**src/rtl/ram_behavior.sv**
```systemverilog
// ----------------------------------------------------------------------------
// ram_behavior
//   Behavioral simple dual-port RAM: one write port, one read port, one clock.
//   Depth is 2**AW words of DW bits. Writes commit on the rising edge of clk.
//   Reads are registered: r_data updates on the edge that samples r_en=1 and
//   holds until the next enabled read. A read and a write to the same address
//   on the same edge return the new write data (write-first bypass).
//
//   Optional feature (macro RAM_BEHAVIOR_RST_CLEAR_EN):
//     defined   - reset also clears every memory word to 0.
//     undefined - memory has no reset (plain RAM inference); only r_data is
//                 reset.
//
// Ports:
//   clk     in   1    clock, all state updates on the rising edge
//   rst_n   in   1    asynchronous active-low reset
//   w_en    in   1    write enable
//   w_addr  in   AW   write address
//   w_data  in   DW   write data
//   r_en    in   1    read enable
//   r_addr  in   AW   read address
//   r_data  out  DW   registered read data
// ----------------------------------------------------------------------------
module ram_behavior #(
    parameter int AW = 5,
    parameter int DW = 8
) (
    input  logic          clk,
    input  logic          rst_n,
    input  logic          w_en,
    input  logic [AW-1:0] w_addr,
    input  logic [DW-1:0] w_data,
    input  logic          r_en,
    input  logic [AW-1:0] r_addr,
    output logic [DW-1:0] r_data
);

    localparam int DEPTH = 1 << AW;

    logic [DW-1:0] mem [DEPTH];
    logic          collide;
    logic [DW-1:0] rd_word;

    // Same-edge write to the read address wins over the stored word.
    assign collide = w_en && (w_addr == r_addr);
    assign rd_word = collide ? w_data : mem[r_addr];

`ifdef RAM_BEHAVIOR_RST_CLEAR_EN
    always_ff @(posedge clk or negedge rst_n) begin
        if (!rst_n) begin
            for (int i = 0; i < DEPTH; i++) begin
                mem[i] <= '0;
            end
        end else if (w_en) begin
            mem[w_addr] <= w_data;
        end
    end
`else
    // No reset on the array so it maps onto plain RAM; writes are still
    // blocked while reset is held.
    always_ff @(posedge clk) begin
        if (rst_n && w_en) begin
            mem[w_addr] <= w_data;
        end
    end
`endif

    always_ff @(posedge clk or negedge rst_n) begin
        if (!rst_n) begin
            r_data <= '0;
        end else if (r_en) begin
            r_data <= rd_word;
        end
    end

endmodule

```
**config.mk**
```make
export PLATFORM = sky130hd
export DESIGN_NAME = ram_behavior
export DESIGN_NICKNAME = d
export VERILOG_FILES = /design/src/rtl/ram_behavior.sv
export SDC_FILE = /design/constraint.sdc
export NUM_CORES = 1
export LEC_CHECK = 0
export ABC_AREA = 1
export CAP_MARGIN = 20
export CELL_PAD_IN_SITES_DETAIL_PLACEMENT = 0
export CELL_PAD_IN_SITES_GLOBAL_PLACEMENT = 2
export CORE_MARGIN = 2
export CORE_UTILIZATION = 42
export CTS_BUF_LIST = sky130_fd_sc_hd__clkbuf_8 sky130_fd_sc_hd__clkbuf_16
export CTS_CLUSTER_DIAMETER = 120
export DETAILED_ROUTE_END_ITERATION = 10
export PLACE_DENSITY = 0.81
export SKIP_CTS_REPAIR_TIMING = 1
export SKIP_LAST_GASP = 1
export SYNTH_ARGS = -nofsm -noshare
export SYNTH_HDL_FRONTEND = slang
export SYNTH_SLANG_ARGS = --single-unit
```
**constraint.sdc**
```tcl
create_clock -name clk -period 1.1 [get_ports clk]
set_input_delay 0.22 -clock clk [delete_from_list [all_inputs] [get_ports clk]]
set_output_delay 0.22 -clock clk [all_outputs]
set_load 0.005 [all_outputs]
```
==> impl_metrics.ini, run 1 <==
[run_status]
status = finished, violations left
failed_checks = negative setup slack

[die]
fp.coreArea_sq_mm = 0.0261
initial_core_util_pct = 42.9
die_x_microns = 167
dieArea_sq_mm = 0.0279
num_rows = 59
io_pins = 30
die_h_microns = 167

[clocking]
clk_path_buf_depth = 3
path_clk_slew_ns = 0.06
cts-root-buf = clkbuf_16
worstSkewPairLatency_ns = 0.52
cts_buffers = 26
clock-sinks = 264
cts.htree.levels = 1
cts_tree = built

[sta]
setup-tns-final_ns = -1.85
fin_ws_ns = -0.212
slew_viol_final = 0
setup_viol_count_final = 16
hold_viol = 0
rsz0062_at_grt = true
fin_crit_sh_pct = 119
max_freq_ghz = 0.762
max_slew_margin_pct = 72.0
tightest_slew_ns = 0.420
period_needed_ns = 1.31
fin_skew_ns = 0.00859

[finish]
syn_to_final_growth_pct = 26.0
drive_gt1_share_pct = 25.5
final_nets = 1155
postLayoutCellArea_sq_mm = 0.0141
fillers = 2319
diodes = 0
finalCoreUtilization_pct = 54.0
seq_area_sq_mm = 0.00789
multiInputGateArea_sq_mm = 0.00324

[global_routing]
grt_pass1_wl_mm = 43.7
grt_pass1_vias = 7266
grt_remaining_overflow = 0
track_usage_pct = 20.7
grt_max_degree = 58
grt_antenna_before_repair = 0

[synth]
yosysTopAreaCell = edfxtp_1
async_reset_ff_share_pct = 3.03
ys_seq_elements = 264
ys_seq_area_share_pct = 70.6
synth-edff-count = 256
synth_cell_types = 19
syn_area_per_cell_sq_um = 11.1
yosysMostFrequentCell = nand2_1
syn_inst = 1010
netlist_top_cells_count = nand2_1 (338), edfxtp_1 (256), nand3_1 (215)
synth_area_sq_mm = 0.0112
syn_nets = 1032
synth_top_area_share_pct = 68.8
ys.flop_type = edfxtp_1
synth_area_leaders = edfxtp_1 (69%), nand2_1 (11%), nand3_1 (9.6%)
yosysWarnings = 0

[pwr]
finalPower_mw = 21.5
power_per_cell_area_mw_per_mm2 = 1530
ir_worst_vdd_mv = 0.869
cellLeakagePower_nw = 5.58

[drt]
dr.pass1.iters = 5
via_per_inst = 5.11
dr.first_iter.drc_count = 591
postRouteWirelength_mm = 29.4
drc = 0
num_vias = 7586
drtAntennaViolNets = 0
routedWlPerCell_microns = 19.8

[worst_setup_path]
crit_path_cell_trace = clkbuf_2
cp.depth = 1
cpMaxStageDelayCell = dfrtp_1
worst-setup-path-type = register to output port
arrival_ns = 1.09
crit_buf_inv = 1
worstPathMaxFanout = 2
reg2reg_depth = 10
crit_path_end_kind = output port
crit_family = flip-flops
cp.required_ns = 0.88
crit_path_start_kind = register
cpPeakStageDelay_ns = 0.43

[placement]
gp_congestion = 0.835
pre_cts_slack_ns = -0.894
io_buffers = 29
placed_cell_area_sq_mm = 0.0126
dp_hpwl_mm = 19.2

[hold_path]
hp-class = input pin to asynchronous set/reset pin

[flow_run]
max-cap-violations = 0
## power breakdown
group	internal (mW)	total (mW)	switching, mW
logic	0.740	1.98	1.24
registers	11.1	11.2	0.0488
clock network	4.84	8.32	3.48
total	16.7	21.5	4.77
## state kept, by name, summed over array words and instances (netlist names)
signal  cells
r_data      8
mem       256
## per-stage QoR
step                cells  hold slack [ns]
floorplan            1010          -0.0756
global placement     1432            0.499
detailed placement   1432            0.504
CTS                  1476           0.0308
global route         1484            0.274
finish               1484            0.265
## cells by family (layout without fill, tap and decap cells)
kind of cell           count (synthesis)  count (layout)  synth area share [%]
AO/OA/AOI/OAI                         15              15                 0.694
AND/OR/NAND/NOR                      618             619                  23.2
XOR/XNOR                               1               1                0.0784
flip-flops                           264             264                  70.6
buffers and inverters                112             250                  5.40
## layout make-up
type / instances / area share (%)
sequential: 264 / 56.0
multi-input combinational: 635 / 23.0
timing repair buffer: 149 / 10.5
clock buffer: 27 / 4.80
tap: 335 / 2.98
inverter: 57 / 1.78
clock inverter: 17 / 0.853
## worst min-delay path, delay by kind of cell
kind	cells	cell delay (ns)
buffers and inverters	3	0.92
## metal layers
layer	routed length, microns	global-route usage (%)
met5	0	0
met4	474	4.46
met3	1430	2.74
met2	13700	32.7
met1	13800	30.7
## cell usage in the layout, fill, tap and decap left out, drive strengths merged, types with 7 or more instances in the layout
cell,netlist,layout
edfxtp,256,256
dfrtp,8,8
buf,46,120
nor2,64,64
clkbuf,9,36
clkinv,1,10
clkdlybuf4s50,0,9
inv,56,61
nand3,216,217
nand2,338,338
a21oi,7,7
dlymetal6s2s,0,10
## final timing paths
kind | start | endpoint | slack [ns]
hold reg to reg | r_data[3] | r_data[3] | 0.52
max in group asynchronous | rst_n | r_data[6] | 0.70
hold / removal | rst_n | r_data[2] | 0.27
min in group clk | w_addr[4] | r_data[5] | 0.38
setup / recovery | r_data[5] | r_data[5] | -0.21
setup reg to reg | mem[5][3] | r_data[3] | -0.12
Note: power is estimated with default switching activity, not from simulation.
==> run 2: changes to the inputs <==
CORE_MARGIN = 4   (was 2)
==> run 2 against run 1 <==
Effect of this change: critical endpoint is now r_data[6]; first-iteration DRC count shrank 2.0%; largest power group unchanged; core utilization increased by 1.2 points; sequential power barely moved; largest cell class unchanged; combinational power rose by 5%; the run still ends with negative setup slack left.
==> impl_metrics.ini, run 2 (same netlist as run 1, synthesis figures left out) <==
[finish]
multiInputGateArea_sq_mm = 0.00334
diodes = 0
fillers = 2240
top_regs = mem (256), r_data (8)
syn_to_final_growth_pct = 29.1
final_common_cell = nand2_1
drive_gt1_share_pct = 27.2
seq_area_sq_mm = 0.00789
largest_reg_flops = 256
top_register = mem
finalCoreUtilization_pct = 55.2
final_cell_mix = nand2_1 (320), edfxtp_1 (256), nand3_1 (137), nand3_2 (72), buf_4 (71)
final_nets = 1166

[global_routing]
grt_pass1_vias = 7289
grt_pass1_wl_mm = 44.2
track_usage_pct = 19.9
grt_remaining_overflow = 0
grt_max_degree = 43
grt_antenna_before_repair = 0

[clocking]
cts_tree = built
cts.htree.levels = 1
cts_buffers = 28
path_clk_slew_ns = 0.06
cts-root-buf = clkbuf_16
clk_path_buf_depth = 3
worstSkewPairLatency_ns = 0.54
clock-sinks = 264

[drt]
dr.pass1.iters = 6
routedWlPerCell_microns = 19.8
postRouteWirelength_mm = 29.7
num_vias = 7728
drc = 0
drtAntennaViolNets = 0
via_per_inst = 5.16
dr.first_iter.drc_count = 579

[worst_setup_path]
r2r-start = mem[22][5]
arrival_ns = 1.08
r2r-end = r_data[5]
worstPathMaxFanout = 2
crit_path_end_kind = output port
crit_path_start_kind = register
worst-setup-path-type = register to output port
cpMaxStageDelayCell = dfrtp_1
crit_family = flip-flops
reg2reg_depth = 10
r2r_slack_ns = -0.11
crit_path_cell_trace = clkbuf_2
cp.required_ns = 0.88
crit_buf_inv = 1
cpPeakStageDelay_ns = 0.41

[sta]
tightest_slew_ns = 0.457
slew_viol_final = 0
hold_viol = 0
fin_skew_ns = 0.0199
setup_viol_count_final = 195
fin_ws_ns = -0.198
fin_crit_sh_pct = 118
period_needed_ns = 1.30
rsz0062_at_grt = true
max_slew_margin_pct = 69.2
max_freq_ghz = 0.770

[die]
initial_core_util_pct = 42.8
num_rows = 59
die_x_microns = 171
io_pins = 30
die_h_microns = 171
fp.coreArea_sq_mm = 0.0261
dieArea_sq_mm = 0.0293

[placement]
pre_cts_slack_ns = -0.793
io_buffers = 29
gp_congestion = 0.807
dp_hpwl_mm = 19.8

[pwr]
power_per_cell_area_mw_per_mm2 = 1520
cellLeakagePower_nw = 5.64
ir_worst_vdd_mv = 1.10

[run_status]
status = finished, violations left
failed_checks = negative setup slack

[hold_path]
hp-class = input pin to asynchronous set/reset pin

[flow_run]
max-cap-violations = 0
-- run 2: cell count changes in the layout (fill, tap and decap cells not counted), moves of 10 or more --
cell,previous run,this run
nand3_2,88,72
buf_4,87,71
buf_6,13,30
nand3_1,127,137
nor2_1,52,31
nor2_2,11,24
-- run 2: worst max-delay path by stage --
stage | from | to | slack [ns] | cells past startpoint
final | r_data[6] | r_data[6] | -0.20 | 1
after floorplan | rst_n | mem[0][0] | -0.21 | 4
after global placement | rst_n | mem[25][6] | -0.82 | 7
after global routing | r_data[6] | r_data[6] | -0.23 | 1
after detailed placement | w_en | mem[25][6] | -0.79 | 7
after CTS | r_data[6] | r_data[6] | -0.59 | 1
-- run 2: worst reg2reg max path: stages, from the launching register on --
cell	delay (ns)
edfxtp_1	0.37
nand2_1	0.09
nand3_2	0.08
nand3_2	0.11
nand2_1	0.07
nand2_1	0.07
nand3_2	0.07
nand2_2	0.08
nand2_1	0.05
nand2_1	0.05
nand2_1	0.05
-- run 2: area by class of cell --
| class | count | area share (%) |
|---|---|---|
| flip-flops and latches | 264 | 54.7 |
| multi-input cells | 635 | 23.2 |
| repair buffers | 158 | 11.7 |
| clock buffers | 29 | 5.03 |
| well taps | 335 | 2.91 |
| inverters | 57 | 1.73 |
| clock inverters | 20 | 0.772 |
-- run 2: per-layer routing --
layer | vias to the layer above | track usage (%) | wire length, microns
li1 | 3723 | - | -
met1 | 3783 | 30.2 | 13900
met2 | 186 | 31.0 | 13800
met3 | 36 | 2.47 | 1470
met4 | 0 | 4.31 | 440
met5 | - | 0 | 0
-- run 2: through the flow --
stage	power [mW]	setup TNS [ns]	cells	hold WS (ns)	area, sq um
after detailed placement	13.3	-221.68	1441	0.501	12800
after CTS	21.8	-46.20	1490	-0.0257	13600
after global placement	13.2	-215.64	1441	0.495	12800
after global routing	22.7	-11.42	1498	0.199	14400
after floorplan	12.3	-54.97	1010	-0.0756	11300
final	21.9	-6.13	1498	0.163	14400
-- run 2: power breakdown --
| group | leakage [nW] | total [mW] | switching (mW) | internal (mW) |
|---|---|---|---|---|
| registers | 2.40 | 11.2 | 0.0440 | 11.1 |
| logic | 2.82 | 2.08 | 1.27 | 0.808 |
| clock network | 0.425 | 8.60 | 3.66 | 4.95 |
| total | 5.64 | 21.9 | 4.97 | 16.9 |
==> run 3: changes to the inputs <==
ABC_AREA = default   (was 1)
CORE_UTILIZATION = 50   (was 42)
CTS_BUF_LIST = sky130_fd_sc_hd__clkbuf_4   (was sky130_fd_sc_hd__clkbuf_8 sky130_fd_sc_hd__clkbuf_16)
PLACE_DENSITY = 0.84   (was 0.81)
==> run 3 against run 2 <==
Effect of this change: power decreased by 4.8%; sequential share of layout area increased by 5.7 points; highest routed layer unchanged; critical path depth increased by 3; the run still ends with negative setup slack left; non-clock buffer count decreased by 35; via count decreased by 23%; worst setup slack got worse by 0.63 ns.
==> impl_metrics.ini, run 3 <==
[pwr]
finalPower_mw = 20.8
ir_worst_vdd_mv = 1.02
power_per_cell_area_mw_per_mm2 = 1590
cellLeakagePower_nw = 4.51

[finish]
final_cell_mix = edfxtp_1 (256), clkbuf_4 (107), buf_4 (72), mux2i_1 (42), mux4_2 (41)
final_common_cell = edfxtp_1
top_regs = mem (256), r_data (8)
finalCoreUtilization_pct = 63.9
drive_gt1_share_pct = 41.8
postLayoutCellArea_sq_mm = 0.0131
stdcell_count = 1020
final_nets = 723
largest_reg_flops = 256
top_register = mem
syn_to_final_growth_pct = 24.6

[sta]
max_slew_margin_pct = 62.1
setup_viol_count_final = 16
fin_crit_sh_pct = 175
hold_viol = 0
setup-tns-final_ns = -8.01
tightest_slew_ns = 0.567
rsz0062_at_grt = true
fin_ws_ns = -0.825
finalHoldWorstSlack_ns = 0.294
fin_skew_ns = 0.0304
period_needed_ns = 1.93
max_freq_ghz = 0.519
slew_viol_final = 0

[die]
die_x_microns = 153
die_h_microns = 153
initial_core_util_pct = 51.3
dieArea_sq_mm = 0.0233
fp.coreArea_sq_mm = 0.0204
io_pins = 30
num_rows = 52

[worst_setup_path]
worstPathMaxFanout = 1
cp.depth = 4
crit_path_cell_trace = mux4_2, mux2_4, a221o_1, a221o_1
r2r-start = mem[15][0]
reg2reg_depth = 4
endpoint = r_data[0]
crit_path_start_kind = register
worst-setup-path-type = register to register
cpMostUsedCell = a221o_1
crit_path_end_kind = register
cp.required_ns = 1.62
arrival_ns = 2.44
crit_family = multiplexers
r2r_slack_ns = -0.83
crit_buf_inv = 0
cpMaxStageDelayCell = mux4_2
r2r-end = r_data[0]
startpoint = mem[15][0]
cpPeakStageDelay_ns = 0.50

[synth]
synth_cell_types = 38
synth-edff-count = 256
async_reset_ff_share_pct = 3.03
yosysMostFrequentCell = edfxtp_1
ys.flop_type = edfxtp_1
ys_seq_area_share_pct = 75.3
syn_inst = 539
syn_nets = 561
synth_area_sq_mm = 0.0105
synth_top_area_share_pct = 73.4
yosysTopAreaCell = edfxtp_1
syn_area_per_cell_sq_um = 19.4
yosysWarnings = 0
ys_seq_elements = 264
synth_area_leaders = edfxtp_1 (73%), mux4_2 (8.2%), mux2i_1 (4.2%)
netlist_top_cells_count = edfxtp_1 (256), mux2i_1 (44), nor2_1 (39)

[placement]
dp_hpwl_mm = 16.9
io_buffers = 29
pre_cts_slack_ns = -1.29
gp_congestion = 0.823
place_inst = 896
placed_cell_area_sq_mm = 0.0121

[drt]
dr.first_iter.drc_count = 580
routedWlPerCell_microns = 24.6
postRouteWirelength_mm = 25.1
drc = 0
num_vias = 5936
via_per_inst = 5.82
dr.pass1.iters = 5
drtAntennaViolNets = 0

[run_status]
failed_checks = negative setup slack
status = finished, violations left

[clocking]
cts.htree.levels = 3
clock-sinks = 264
path_clk_slew_ns = 0.07
cts-root-buf = clkbuf_4
cts_tree = built
clk_path_buf_depth = 3
worstSkewPairLatency_ns = 0.64
cts_buffers = 67

[global_routing]
grt_pass1_wl_mm = 37.7
grt_pass1_vias = 6153
track_usage_pct = 21.8
grt_max_degree = 33
grt_antenna_before_repair = 2
grt_remaining_overflow = 0

[flow_run]
max-cap-violations = 0

[hold_path]
hp-class = input pin to asynchronous set/reset pin
## run 3: metal layers
layer  wire, microns  GRT usage (%)  up-vias
met5               0              0        -
met3            1760           4.88       41
met4             649           8.06        0
li1                -              -     2612
met1           10000           29.5     3028
met2           12600           35.2      255
## run 3: worst min path at each step
stage / from / endpoint / slack, ns / depth (start not counted)
after global placement: r_data[0] / r_data[0] / 0.58 / 1
after CTS: rst_n / r_data[7] / -0.06 / 2
after detailed placement: r_data[0] / r_data[0] / 0.58 / 1
final: rst_n / r_data[3] / 0.29 / 3
after floorplan: rst_n / r_data[0] / -0.08 / 0
after global routing: rst_n / r_data[0] / 0.28 / 3
## run 3: cells by family (layout without fill, tap and decap cells)
family	Yosys count	in the layout	synth area share, %
buffers and inverters	31	241	1.56
other	0	1	0
DFF	264	264	75.3
muxes	93	93	14.0
AOI/OAI and AO/OA	56	56	4.47
xor gates and xnor gates	5	5	0.418
and+or+nand+nor	90	90	4.29
## run 3: report_power, final
part	leakage (nW)	internal [mW]	total (mW)	switching, mW
clock	0.511	4.38	8.06	3.68
sequential	2.40	11.1	11.2	0.0688
combinational	1.61	0.709	1.55	0.841
total	4.51	16.2	20.8	4.59
## run 3: final cells by class
class	instances	area, sq um
clock buffers	107	803
fillers	1450	7370
well taps	270	338
clock inverters	10	37.5
multi-input cells	244	2750
inverters	1	3.75
flip-flops and latches	264	7890
repair buffers	123	1230
diodes	1	2.50
## run 3: worst reg2reg max path, cell delays in order (launching register included)
cell and delay [ns]:
edfxtp_1 0.35, mux4_2 0.50, mux2_4 0.29, a221o_1 0.37
a221o_1 0.31
